File: src/rtl/bit_ser_pkg.sv
// Shared types and limits for the bit serializer that feeds the serial FSM.
package bit_ser_pkg;

  typedef enum logic [1:0] {
    IDLE  = 2'd0,
    SHIFT = 2'd1,
    GAP   = 2'd2
  } ser_state_t;

  localparam int SER_GAP_W = 8;
  localparam int SER_MAX_W = 32;

endpackage

File: src/rtl/bit_serializer.sv
// Parallel-to-serial feeder: accepts words over valid/ready and streams them
// one bit per clock onto x_out, with bit-valid, last-bit and optional idle gap.
module bit_serializer
  import bit_ser_pkg::*;
#(
  parameter int DATA_W     = 8,
  parameter bit MSB_FIRST  = 1'b1,
  parameter int GAP_CYCLES = 0,
  parameter bit IDLE_LEVEL = 1'b0
) (
  input  logic              clk,
  input  logic              reset,
  input  logic [DATA_W-1:0] in_data,
  input  logic              in_valid,
  output logic              in_ready,
  output logic              x_out,
  output logic              x_valid,
  output logic              x_last,
  output logic              busy
);

  localparam int                    CNT_W    = $clog2(DATA_W);
  localparam logic [CNT_W-1:0]      CNT_LOAD = CNT_W'(DATA_W - 1);
  localparam logic [CNT_W-1:0]      CNT_ONE  = CNT_W'(1);
  localparam logic [SER_GAP_W-1:0]  GAP_LOAD =
    (GAP_CYCLES > 0) ? SER_GAP_W'(GAP_CYCLES - 1) : '0;

  ser_state_t            state;
  logic [DATA_W-1:0]     shift_reg;
  logic [CNT_W-1:0]      bit_cnt;
  logic [SER_GAP_W-1:0]  gap_cnt;
  logic                  last_bit;
  logic                  take;
  logic [DATA_W-1:0]     shifted;

  function automatic logic head_bit(input logic [DATA_W-1:0] word);
    return MSB_FIRST ? word[DATA_W-1] : word[0];
  endfunction

  // shift_reg always holds the bit currently on x_out at its head position
  assign last_bit = (state == SHIFT) && (bit_cnt == '0);
  assign in_ready = !reset && ((state == IDLE) || (last_bit && (GAP_CYCLES == 0)));
  assign take     = in_valid && in_ready;
  assign shifted  = MSB_FIRST ? (shift_reg << 1) : (shift_reg >> 1);

  always_ff @(posedge clk) begin
    if (reset) begin
      state     <= IDLE;
      shift_reg <= '0;
      bit_cnt   <= '0;
      gap_cnt   <= '0;
      x_out     <= IDLE_LEVEL;
      x_valid   <= 1'b0;
      x_last    <= 1'b0;
      busy      <= 1'b0;
    end else if (take) begin
      // Covers both a fresh start from IDLE and a back-to-back reload
      state     <= SHIFT;
      shift_reg <= in_data;
      bit_cnt   <= CNT_LOAD;
      x_out     <= head_bit(in_data);
      x_valid   <= 1'b1;
      x_last    <= 1'b0;
      busy      <= 1'b1;
    end else begin
      unique case (state)
        IDLE: begin
          x_out   <= IDLE_LEVEL;
          x_valid <= 1'b0;
          x_last  <= 1'b0;
          busy    <= 1'b0;
        end
        SHIFT: begin
          if (bit_cnt != '0) begin
            shift_reg <= shifted;
            bit_cnt   <= bit_cnt - CNT_ONE;
            x_out     <= head_bit(shifted);
            x_last    <= (bit_cnt == CNT_ONE);
          end else if (GAP_CYCLES > 0) begin
            state   <= GAP;
            gap_cnt <= GAP_LOAD;
            x_out   <= IDLE_LEVEL;
            x_valid <= 1'b0;
            x_last  <= 1'b0;
          end else begin
            state   <= IDLE;
            x_out   <= IDLE_LEVEL;
            x_valid <= 1'b0;
            x_last  <= 1'b0;
            busy    <= 1'b0;
          end
        end
        GAP: begin
          if (gap_cnt == '0) begin
            state <= IDLE;
            busy  <= 1'b0;
          end else begin
            gap_cnt <= gap_cnt - 1'b1;
          end
        end
        default: begin
          state   <= IDLE;
          x_out   <= IDLE_LEVEL;
          x_valid <= 1'b0;
          x_last  <= 1'b0;
          busy    <= 1'b0;
        end
      endcase
    end
  end

endmodule
File: config.mk
export PLATFORM = sky130hd
export DESIGN_NAME = bit_serializer
export DESIGN_NICKNAME = d
export VERILOG_FILES = /design/src/rtl/bit_ser_pkg.sv /design/src/rtl/bit_serializer.sv
export SDC_FILE = /design/constraint.sdc
export NUM_CORES = 1
export LEC_CHECK = 0
export CAP_MARGIN = 20
export CORE_AREA = 10 10 48 50
export DETAILED_ROUTE_END_ITERATION = 16
export DIE_AREA = 0 0 58 60
export PLACE_DENSITY = 0.73
export SLEW_MARGIN = 10
export SYNTH_ARGS = -nofsm -noshare
export SYNTH_HDL_FRONTEND = slang
export SYNTH_SLANG_ARGS = --single-unit
File: constraint.sdc
create_clock -name clk -period 2.01 [get_ports clk]
set_input_delay 0.402 -clock clk [delete_from_list [all_inputs] [get_ports clk]]
set_output_delay 0.402 -clock clk [all_outputs]
set_load 0.01 [all_outputs]
* After elaboration in Yosys (flattened, before gate mapping)
Cells that the tools add are included.
Operators by class: muxes and demuxes 21, bitwise gates (word level) 3, eq/ne operators 9, $add $sub $neg 2, reductions and logical operators 18
Operators by type and width (count):
- 2-to-1 mux 7 bit | 3
- 2-to-1 mux 3 bit | 3
- AND reduction 3 bit | 3
- zero test 8 bit | 1
- 2-to-1 mux 1 bit | 8
- != test 2 bit (second input constant) | 4
- case mux 1 bit (2 select lines) | 4
- subtractor 8 x 1 -> 8 bit (second input constant) | 1
- != test 3 bit (second input constant) | 2
- case mux 2 bit (3 select lines) | 1
- AND reduction 2 bit | 3
- 2-to-1 mux 2 bit | 2
- nonzero test 2 bit | 2
- equality test 3 x 1 -> 1 bit (second input constant) | 1
- logical AND 1 bit | 3
- zero test 3 bit | 1
- NOT 1 bit | 3
- nonzero test 3 bit | 1
- subtractor 3 x 1 -> 3 bit (second input constant) | 1
- equality test 2 x 1 -> 1 bit (second input constant) | 1
- equality test 2 bit (second input constant) | 1
- zero test 2 bit | 1
- OR reduction 2 bit | 1
- zero test 1 bit | 1
- logical OR 1 bit | 1
Storage, ports and cells: register bits after elaboration 24, input port bits 11, output and inout bits 5

* Logic depth before layout (Yosys ltp)
depth in word-level cells 7, gate-level depth with buffers 7, gate-level depth less buffers 6

* Worst setup path before layout
OpenSTA, ideal clock, no wires.
path type register -> output, from register bit_cnt[0], to output port in_ready, required time 1608 ps, buffers on the path 1, data arrival time 1162 ps, cell stages (with the launch flop) 7, path slack 446 ps, cell sequence dfxtp_1 > inv_1 > ha_1 > ha_1 > and2b_1 > buf_4 > nor2_1
Between the ends: longest elaborated chain between the ends 4
RTL lines:
- from (decl) | line bit_serializer.sv:30 | logic [CNT_W-1:0] bit_cnt;
- from (signal assigned) | line bit_serializer.sv:76 | bit_cnt <= bit_cnt - CNT_ONE;
- zero test 3 bit | line bit_serializer.sv:41 | assign last_bit = (state == SHIFT) && (bit_cnt == '0);
- logical AND 1 bit | line bit_serializer.sv:41
- logical OR 1 bit | line bit_serializer.sv:42 | assign in_ready = !reset && ((state == IDLE) || (last_bit && (GAP_CYCLES == 0)));
- logical AND 1 bit | line bit_serializer.sv:42
- to (decl) | line bit_serializer.sv:15 | output logic in_ready,
Every way passes these cells.

* Final worst setup path
Ends and elaborated chain as after synthesis.

==> impl_metrics.toml <==
[floorplanning]
die-area_um2 = 3480
die-width_um = 58
start_util = 0.426
die_y_um = 60
top_level_ports = 16
rows = 14
core_area_um2 = 1440

[drt]
vias_per_cell = 5.00
drc = 0
routed.top_layer = "met4"
route.met3.wl_um = 98
wire_per_inst_um = 12.5
drt-pass1-iter-count = 4
drt_iter0_drc = 11
num_vias = 485
met1_length_um = 514
wl_met2_um = 545
drt_wl_total_mm = 1.22
ant_nets = 0

[critical_path]
max_stage_delay_ns = 0.34
r2r-end = "bit_cnt[0]"
worst-r2r-setup-slack_ns = 0.53
start_kind = "flop"
crit_cells = 6
cp_common_cell = "ha_1"
worst_path_max_delay_cell = "dfxtp_1"
criticalPathCategory = "flop to output pin"
path_buf_inv = 2
cpLargestDelayFamily = "adder cells"
cp.required_ns = 1.61
cp_max_fo = 2
path_cells = "inv_1 > ha_1 > ha_1 > and2b_1 > nor2_1 > clkbuf_2"
crit_start = "bit_cnt[0]"
ff2ff_path_depth = 7
rr_startpoint = "bit_cnt[0]"
worstSetupEndpoint = "in_ready"
worstSetupEndpointType = "output pin"
arrival_ns = 1.41

[clocking]
ctsRootBufferMaster = "clkbuf_4"
clock_path_buffers = 2
cts.htree.levels = 1
cts.sinks = 14
clk_latency_ns = 0.28
cts_made_buffers = 3
tritoncts = "built"
postCtsSetupBuffers = 0
ctsHoldBuffers = 0
path_clk_slew_ns = 0.08

[layout]
antenna_cells = 0
final_nets = 96
layout-drive-gt1-share = 0.136
largest_register_ffs = 7
area_delta_synth_final_pct = 32.3

[power]
power_density_nw_per_um2 = 793
clkPwrFrac = 0.311
swShare = 0.247
comb_power_share = 0.195
seqPwrFrac = 0.495
p_leak_nw = 0.347
total_power_mw = 0.642
internal_power_mw = 0.483
p_switching_mw = 0.159
ir_drop_mv = 0.421

[synthesis]
yosys_warnings = 0
synth_most_common_cell = "dfxtp_1"
async_flop_share = 0
synth_top_area_share = 0.458
synth_common_cells = "dfxtp_1, a211oi_1, nor2_1, mux2i_1, nor3_1"
syn_area_per_cell_um2 = 9.71
syn-cell-area_um2 = 612
synthTopCellsByArea = "dfxtp_1, mux2i_1, a211oi_1"
synth_flop_cell = "dfxtp_1"
yosys.area.top_type = "dfxtp_1"
synthesis.nets = 77
yosysSeqAreaShare = 0.458
ys_types = 17
synth-seq-cells = 14
synth_edf_count = 0
syn_inst = 63

[timing]
maxSlewHeadroom = 0.856
worst_slack_ns = 0.195
period_share = 0.903
timing.setup.tns_ns = 0
finalHoldWorstSlack_ns = 0.452
finClkSkew_ns = 0.000986
fin_crit_ns = 1.81
final-hold-violation-count = 0
slew_viol_final = 0
rsz0062_at_grt = "no"
fmax_mhz = 551
tightest_slew_ns = 0.213
finalSetupViolCount = 0

[grt]
grt_pass1_vias = 454
grt_util_all_layers = 0.0802
grt_max_degree = 16
grt_overflow = 0
grt_pass1_wl_mm = 2.08
antenna_found_initial = 0

[placed_design]
dpl_worst_slack_ns = 0.128
numPortBuffers = 15
dp_hpwl_um = 841
gp_congestion = 0.748

[min_path]
hold_depth = 2
hold_path.class = "flop to flop"

[run]
cap_violations = 0

[outcome]
outcome = "finished clean"
## through the flow
step / std cells / instance area [um^2] / utilization
global placement: 93 / 777 / 0.541
global route: 97 / 810 / 0.564
CTS: 97 / 812 / 0.565
floorplan: 63 / 612 / -
finish: 97 / 810 / 0.564
detailed placement: 93 / 777 / 0.541
## worst min-delay path by stage
stage	start	endpoint	slack (ns)
2_1_floorplan	bit_cnt[2]	x_last	0.42
3_3_place_gp	bit_cnt[2]	x_last	0.44
3_5_place_dp	bit_cnt[2]	x_last	0.44
4_1_cts	bit_cnt[2]	x_last	0.45
5_1_grt	bit_cnt[2]	x_last	0.46
6_report	shift_reg[6]	x_out	0.45
## layer usage
| metal | global-route usage | vias up |
|---|---|---|
| li1 | - | 257 |
| met1 | 0.0816 | 212 |
| met2 | 0.109 | 12 |
| met3 | 0.0360 | 4 |
| met4 | 0.101 | 0 |
| met5 | 0 | - |
## cell families (layout without fill, tap and decap cells)
group / count (synthesis) / in the layout / share of synthesized area
buffers and inverters: 8 / 26 / 0.0756
multiplexers: 7 / 7 / 0.115
AO/OA/AOI/OAI: 11 / 11 / 0.127
AND/OR/NAND/NOR: 20 / 20 / 0.164
adder cells (fa/ha/maj): 3 / 3 / 0.0614
flip-flops: 14 / 14 / 0.458
## power by group through the flow
stage	clock network [mW]	logic (mW)	registers, mW
5_1_grt	0.227	0.139	0.321
2_1_floorplan	0	0.0777	0.324
3_5_place_dp	0	0.128	0.324
3_3_place_gp	0	0.127	0.323
6_report	0.199	0.125	0.317
4_1_cts	0.206	0.128	0.317
## cells in the final DEF, fill, tap and decap left out
cell	instances
a211oi_1	9
a21oi_1	2
and2b_1	1
buf_4	4
clkbuf_2	1
clkbuf_4	3
clkbuf_8	1
clkdlybuf4s50_1	14
dfxtp_1	13
dfxtp_2	1
ha_1	3
inv_1	3
mux2i_1	7
nand2_1	3
nand2b_4	1
nand3_1	1
nor2_1	9
nor3_1	4
nor4b_1	1
## tightest hold or removal path, stage by stage (launching register included)
cell and delay, ns:
dfxtp_1 0.31, nand2_1 0.05, a21oi_1 0.05
## final cells by class
type	instances	area, um^2
clock buffer	4	36.3
fill	133	627
inverter	3	11.3
multi-input combinational	41	285
sequential	14	282
tap	16	20.0
timing repair buffer	19	175
## repair_timing
action | CTS | global route
endpoints found under the setup margin | 1 | 1
resized for setup | 1 | 3
endpoints found under the hold margin | 0 | 0
No activity file was read; power rests on OpenSTA's default activity.
